===== src/rtl/serial_add_ctrl_if.sv =====
// Start/busy/done handshake bundle for the bit-serial adder.
// Master drives operands and start; slave returns status and result.
interface serial_add_ctrl_if #(
  parameter int WIDTH = 8
);
  logic             start;
  logic [WIDTH-1:0] a;
  logic [WIDTH-1:0] b;
  logic             busy;
  logic             done;
  logic [WIDTH-1:0] sum;
  logic             carry_out;

  modport master (
    output start, a, b,
    input  busy, done, sum, carry_out
  );

  modport slave (
    input  start, a, b,
    output busy, done, sum, carry_out
  );
endinterface


===== src/rtl/serial_add_ctrl.sv =====
// Bit-serial adder: one full-adder slice (two half adders + OR)
// reused over WIDTH cycles, LSB first, with start/busy/done control.
module serial_add_ctrl #(
  parameter int WIDTH = 8,
  parameter int CNT_W = 6
) (
  input  logic clk,
  input  logic rst,
  serial_add_ctrl_if.slave bus
);

  typedef enum logic [1:0] {
    IDLE,
    RUN,
    DONE
  } state_t;

  state_t state, state_nx;

  logic [WIDTH-1:0] a_sh, b_sh;
  logic [WIDTH-1:0] s_sh, s_nx;
  logic [WIDTH-1:0] sum_q;
  logic [CNT_W-1:0] cnt;
  logic             c, co_q;
  logic             s, co;
  logic             h1_s, h1_c, h2_c;
  logic             accept, last;

  half_adder u_ha1 (
    .x (a_sh[0]),
    .y (b_sh[0]),
    .s (h1_s),
    .c (h1_c)
  );

  half_adder u_ha2 (
    .x (h1_s),
    .y (c),
    .s (s),
    .c (h2_c)
  );

  assign co = h1_c | h2_c;

  // New bit enters at the MSB; also covers WIDTH == 1.
  assign s_nx = WIDTH'({s, s_sh} >> 1);

  assign last   = (cnt == CNT_W'(WIDTH - 1));
  assign accept = bus.start
                & ((state == IDLE) | (state == DONE));

  always_ff @(posedge clk) begin
    if (rst) state <= IDLE;
    else     state <= state_nx;
  end

  always_comb begin
    state_nx = state;
    unique case (state)
      IDLE:    if (bus.start) state_nx = RUN;
      RUN:     if (last)      state_nx = DONE;
      DONE:    state_nx = bus.start ? RUN : IDLE;
      default: state_nx = IDLE;
    endcase
  end

  always_ff @(posedge clk) begin
    if (rst) begin
      a_sh  <= '0;
      b_sh  <= '0;
      s_sh  <= '0;
      c     <= 1'b0;
      cnt   <= '0;
      sum_q <= '0;
      co_q  <= 1'b0;
    end else if (accept) begin
      a_sh <= bus.a;
      b_sh <= bus.b;
      s_sh <= '0;
      c    <= 1'b0;
      cnt  <= '0;
    end else if (state == RUN) begin
      a_sh <= a_sh >> 1;
      b_sh <= b_sh >> 1;
      s_sh <= s_nx;
      c    <= co;
      cnt  <= cnt + CNT_W'(1);
      if (last) begin
        sum_q <= s_nx;
        co_q  <= co;
      end
    end
  end

  assign bus.busy      = (state == RUN);
  assign bus.done      = (state == DONE);
  assign bus.sum       = sum_q;
  assign bus.carry_out = co_q;

endmodule

module half_adder (
  input  logic x,
  input  logic y,
  output logic s,
  output logic c
);
  assign s = x ^ y;
  assign c = x & y;
endmodule


===== src/flat_wrapper.sv =====
// flat-port wrapper written by rule: the top's interface ports become plain ports
module serial_add_ctrl_flat 
#(
  parameter int WIDTH = 8,
  parameter int CNT_W = 6
)
  (clk, rst, bus_start, bus_a, bus_b, bus_busy, bus_done, bus_sum, bus_carry_out);
  serial_add_ctrl_if #(.WIDTH(WIDTH)) bus_i ();
  input  logic clk;
  input  logic rst;
  input wire logic [$bits(bus_i.start)-1:0] bus_start;
  input wire logic [$bits(bus_i.a)-1:0] bus_a;
  input wire logic [$bits(bus_i.b)-1:0] bus_b;
  output wire logic [$bits(bus_i.busy)-1:0] bus_busy;
  output wire logic [$bits(bus_i.done)-1:0] bus_done;
  output wire logic [$bits(bus_i.sum)-1:0] bus_sum;
  output wire logic [$bits(bus_i.carry_out)-1:0] bus_carry_out;
  assign bus_i.start = bus_start;
  assign bus_i.a = bus_a;
  assign bus_i.b = bus_b;
  assign bus_busy = bus_i.busy;
  assign bus_done = bus_i.done;
  assign bus_sum = bus_i.sum;
  assign bus_carry_out = bus_i.carry_out;
  serial_add_ctrl #(.WIDTH(WIDTH), .CNT_W(CNT_W)) u_core (.clk(clk), .rst(rst), .bus(bus_i));
endmodule

===== config.mk =====
export PLATFORM = sky130hd
export DESIGN_NAME = serial_add_ctrl_flat
export DESIGN_NICKNAME = d
export VERILOG_FILES = /design/src/rtl/serial_add_ctrl_if.sv /design/src/rtl/serial_add_ctrl.sv /design/src/flat_wrapper.sv
export SDC_FILE = /design/constraint.sdc
export NUM_CORES = 1
export LEC_CHECK = 0
export CORE_AREA = 2 2 65 98
export CTS_BUF_LIST = sky130_fd_sc_hd__clkbuf_8
export DETAILED_ROUTE_END_ITERATION = 8
export DIE_AREA = 0 0 67 100
export PLACE_DENSITY = 0.57
export SLEW_MARGIN = 20
export SYNTH_ARGS = -nofsm -noshare
export SYNTH_HDL_FRONTEND = slang
export SYNTH_SLANG_ARGS = --single-unit

===== constraint.sdc =====
create_clock -name clk -period 1.8 [get_ports clk]
set_clock_uncertainty 0.15 [all_clocks]
set_input_delay 0.27 -clock clk [delete_from_list [all_inputs] [get_ports clk]]
set_output_delay 0.27 -clock clk [all_outputs]
set_load 0.05 [all_outputs]

==> results.md <==
* Number of unique standard cell types used by synthesis at 36
* Maximum clock insertion buffer count at 2
* Total count of max-transition violations in the final report at 0
* Launch point of the worst reg-to-reg path: u_core.cnt[3]
* Peak clock frequency supported by timing at 587 MHz
* Placed insts at 290
* Area contributors post-synth: sky130_fd_sc_hd__dfxtp_1 (48%), sky130_fd_sc_hd__nand2_1 (5.9%), sky130_fd_sc_hd__nor3_1 (5.2%), sky130_fd_sc_hd__a311oi_1 (4.6%), sky130_fd_sc_hd__a31o_2 (4.1%)
* Layout overhead on the synthesized area at 29.7%
* Post-DRT Antenna Nets at 0
* Element type at the critical path end: primary output
* WP depth at 4
* Number of antenna violations at the first check in global routing at 0
* Tcrit/Tclk final at 94.7%
* First-pass GRT wire length at 6760 µm
* Overflow left after global routing at 0
* Leading cell type in the layout, fill and taps excluded: sky130_fd_sc_hd__dfxtp_1
* Register-to-Register Setup Slack at 0.28 ns
* Post-detailed-placement half-perimeter wirelength at 2690 µm
* Crit path from: u_core.state[0]
* Total Routing Usage GR at 13.0%
* Reg-to-Reg End: u_core.bus.carry_out
* Type of the most critical hold path: flip-flop to flip-flop
* Core utilization of the finished layout at 37.5%
* Max-slew headroom at 75.9%
* RSZ-0062 raised after global routing: no
* Area post-placement at 2110 µm²
* Cell taking the most area after synthesis: sky130_fd_sc_hd__dfxtp_1
* Count of boundary I/O pins at 30
* Number of detailed-routing iterations run before antenna repair at 4
* CP Cell Sequence: nand2b_1 -> inv_2 -> buf_8 -> buf_12
* Placeable Area at 5960 µm²
* Mapped Nets at 214
* Detailed-route DRC error count at 0
* Detail-routed net length per standard cell at 12.9 µm
* Buffer type at the clock tree root: sky130_fd_sc_hd__clkbuf_8
* Result of the run: completed
* Final-report setup violation count at 0
* Crit path DAT at 1.28 ns
* DIE HEIGHT at 100 µm
* Final hold violations at 0
* Maximum fanout count along the critical path at 20
* Share of async-settable or async-resettable flops after synthesis at 0%
* Worst slew pin tran at 0.362 ns
* CTS tree: yes
* Number of enable-type register cells in the synthesized netlist at 0
* Count of placed standard cells in the final layout, fillers left out at 298
* R2R depth at 3
* Syn. warnings at 0
* Total Negative Setup Slacks at 0 ns
* Seq/Total Area, Yosys at 47.7%
* Detailed-route via count at 1463
* Final cell area excluding filler cells at 2230 µm²
* Largest net degree at the start of global routing at 24
* Share of the synthesized area in the top cell type at 47.7%
* Fin nets at 244
* End point of the critical path: bus_busy
* Buf+Inv Stages, Crit Path at 3
* Number of buffers created by CTS at 5
* Routability Congestion at 0.718
* Dominant register cell in the synthesized netlist: sky130_fd_sc_hd__dfxtp_1
* Leakage power at 0.811 nW
* Final wirelength at 3850 µm
* Path type of the worst setup path: flip-flop to primary output
* Count of port buffers added during placement at 29
* Setup Fix Bufs, Post-CTS at 0
* Clock net sink count at 41
* Yosys reg bits at 41
* Clk_lat worst skew at 0.29 ns
* Count of max-cap constraint violations at 0
* Detailed Route Iter0 Violations at 48
* Category of the worst setup path launch point: flip-flop
* Power density of the placed cells at 877 nW/µm²
* Initial standard-cell utilization of the core at 28.9%
* Diodes inserted at 0
* Commonest cells after routing, fill and taps aside: sky130_fd_sc_hd__dfxtp_1 (41), sky130_fd_sc_hd__nand2_1 (27), sky130_fd_sc_hd__nor3_1 (18), sky130_fd_sc_hd__clkdlybuf4s50_1 (18), sky130_fd_sc_hd__buf_4 (18)
* Die footprint at 6700 µm²
* Synthesized cell area at 1720 µm²
* Number of H-tree levels at 2
* Standard-cell row count at 35
* Die span in x at 67 µm
* Gate count of the mapped netlist at 193
* Share of layout cells above drive strength 1 at 18.8%
* Slowest CP cell: sky130_fd_sc_hd__dfxtp_1
* Worst endpoint required time at 1.38 ns
* Number of global-route vias before repair at 1454
* CP max stage delay at 0.39 ns
* Mean number of vias per cell at 4.91
* Minimum clock period after layout at 1.70 ns
* Family with the most delay on the worst path: buffers and inverters
* Register clock-pin slew on the reported worst setup and hold paths at 0.08 ns
* Max rail drop VDD at 0.000453 V
* Synthesized area per cell at 8.92 µm²
## registers in the layout, indices dropped and copies added, names as in the netlist
name                  cells
u_core.a_sh               8
u_core.b_sh               8
u_core.bus.sum            8
u_core.s_sh               7
u_core.cnt                6
u_core.state              2
u_core.bus.carry_out      1
u_core.c                  1
## synthesized netlist by cell type, types with 2 or more instances
cell type / number
sky130_fd_sc_hd__or3_1: 2
sky130_fd_sc_hd__a31oi_1: 4
sky130_fd_sc_hd__nand2_1: 27
sky130_fd_sc_hd__clkbuf_1: 8
sky130_fd_sc_hd__o31ai_1: 2
sky130_fd_sc_hd__buf_6: 4
sky130_fd_sc_hd__a311oi_1: 9
sky130_fd_sc_hd__inv_1: 10
sky130_fd_sc_hd__a22oi_1: 3
sky130_fd_sc_hd__o21ai_0: 5
sky130_fd_sc_hd__mux2i_1: 2
sky130_fd_sc_hd__o22ai_1: 8
sky130_fd_sc_hd__a21oi_1: 13
sky130_fd_sc_hd__nand2b_1: 2
sky130_fd_sc_hd__dfxtp_1: 41
sky130_fd_sc_hd__nor2_1: 2
sky130_fd_sc_hd__nand3_1: 4
sky130_fd_sc_hd__buf_2: 5
sky130_fd_sc_hd__nor3_1: 18
sky130_fd_sc_hd__a31o_2: 8
## worst reg2reg max path: cells and delay by family, from the launching register on
family	cells	cell delay (ns)
and+or+nand+nor	2	0.75
AOI/OAI and AO/OA	1	0.21
DFF	1	0.35
## routing by layer
layer	track usage, %	routed length (µm)	up-vias
met5	0	0	-
met2	21.9	1950	27
met1	15.8	1700	681
met4	5.18	61	0
met3	2.91	131	4
li1	-	-	751
## per-stage QoR
| step | power [mW] | hold WS, ns | worst slack (ns) |
|---|---|---|---|
| after floorplan | 1.14 | 0.287 | 0.359 |
| after global placement | 1.23 | 0.299 | 0.0645 |
| after detailed placement | 1.23 | 0.303 | 0.0850 |
| after CTS | 1.98 | 0.321 | 0.0100 |
| after global routing | 2.06 | 0.346 | 0.0146 |
| final | 1.96 | 0.319 | 0.0951 |
## final cells by class
cell class / instances / area [µm²]
clock inverter: 2 / 33.8
sequential: 41 / 821
clock buffer: 6 / 82.6
multi-input combinational: 123 / 752
inverter: 11 / 41.3
fill: 642 / 3720
timing repair buffer: 41 / 410
tap: 74 / 92.6
## repair_timing
| item | CTS | global route |
|---|---|---|
| hold buffers | 0 | 0 |
| resized for setup | 0 | 2 |
| setup endpoints to repair | 0 | 1 |
## worst min path at each step
| stage | startpoint | cells past startpoint | slack [ns] | to |
|---|---|---|---|---|
| after floorplan | u_core.s_sh[1] | 2 | 0.29 | u_core.s_sh[1] |
| after global routing | u_core.a_sh[1] | 2 | 0.35 | u_core.a_sh[1] |
| after detailed placement | u_core.s_sh[1] | 2 | 0.30 | u_core.s_sh[1] |
| after global placement | u_core.s_sh[1] | 2 | 0.30 | u_core.s_sh[1] |
| after CTS | u_core.s_sh[1] | 2 | 0.32 | u_core.s_sh[1] |
| final | u_core.s_sh[1] | 2 | 0.32 | u_core.s_sh[1] |
## power by group
group | total, mW | switching, mW | internal, mW | leakage [nW]
logic | 0.244 | 0.127 | 0.117 | 0.414
registers | 0.967 | 0.0229 | 0.944 | 0.334
clock network | 0.747 | 0.301 | 0.446 | 0.0626
## kinds of logic after synthesis
family	synth area share (%)
simple gates	17.7
compound gates	21.9
xor+xnor	1.02
fa+ha+maj	1.89
flops	47.7
buf+inv	8.65
mux	1.16
No activity file was read; power rests on OpenSTA's default activity.
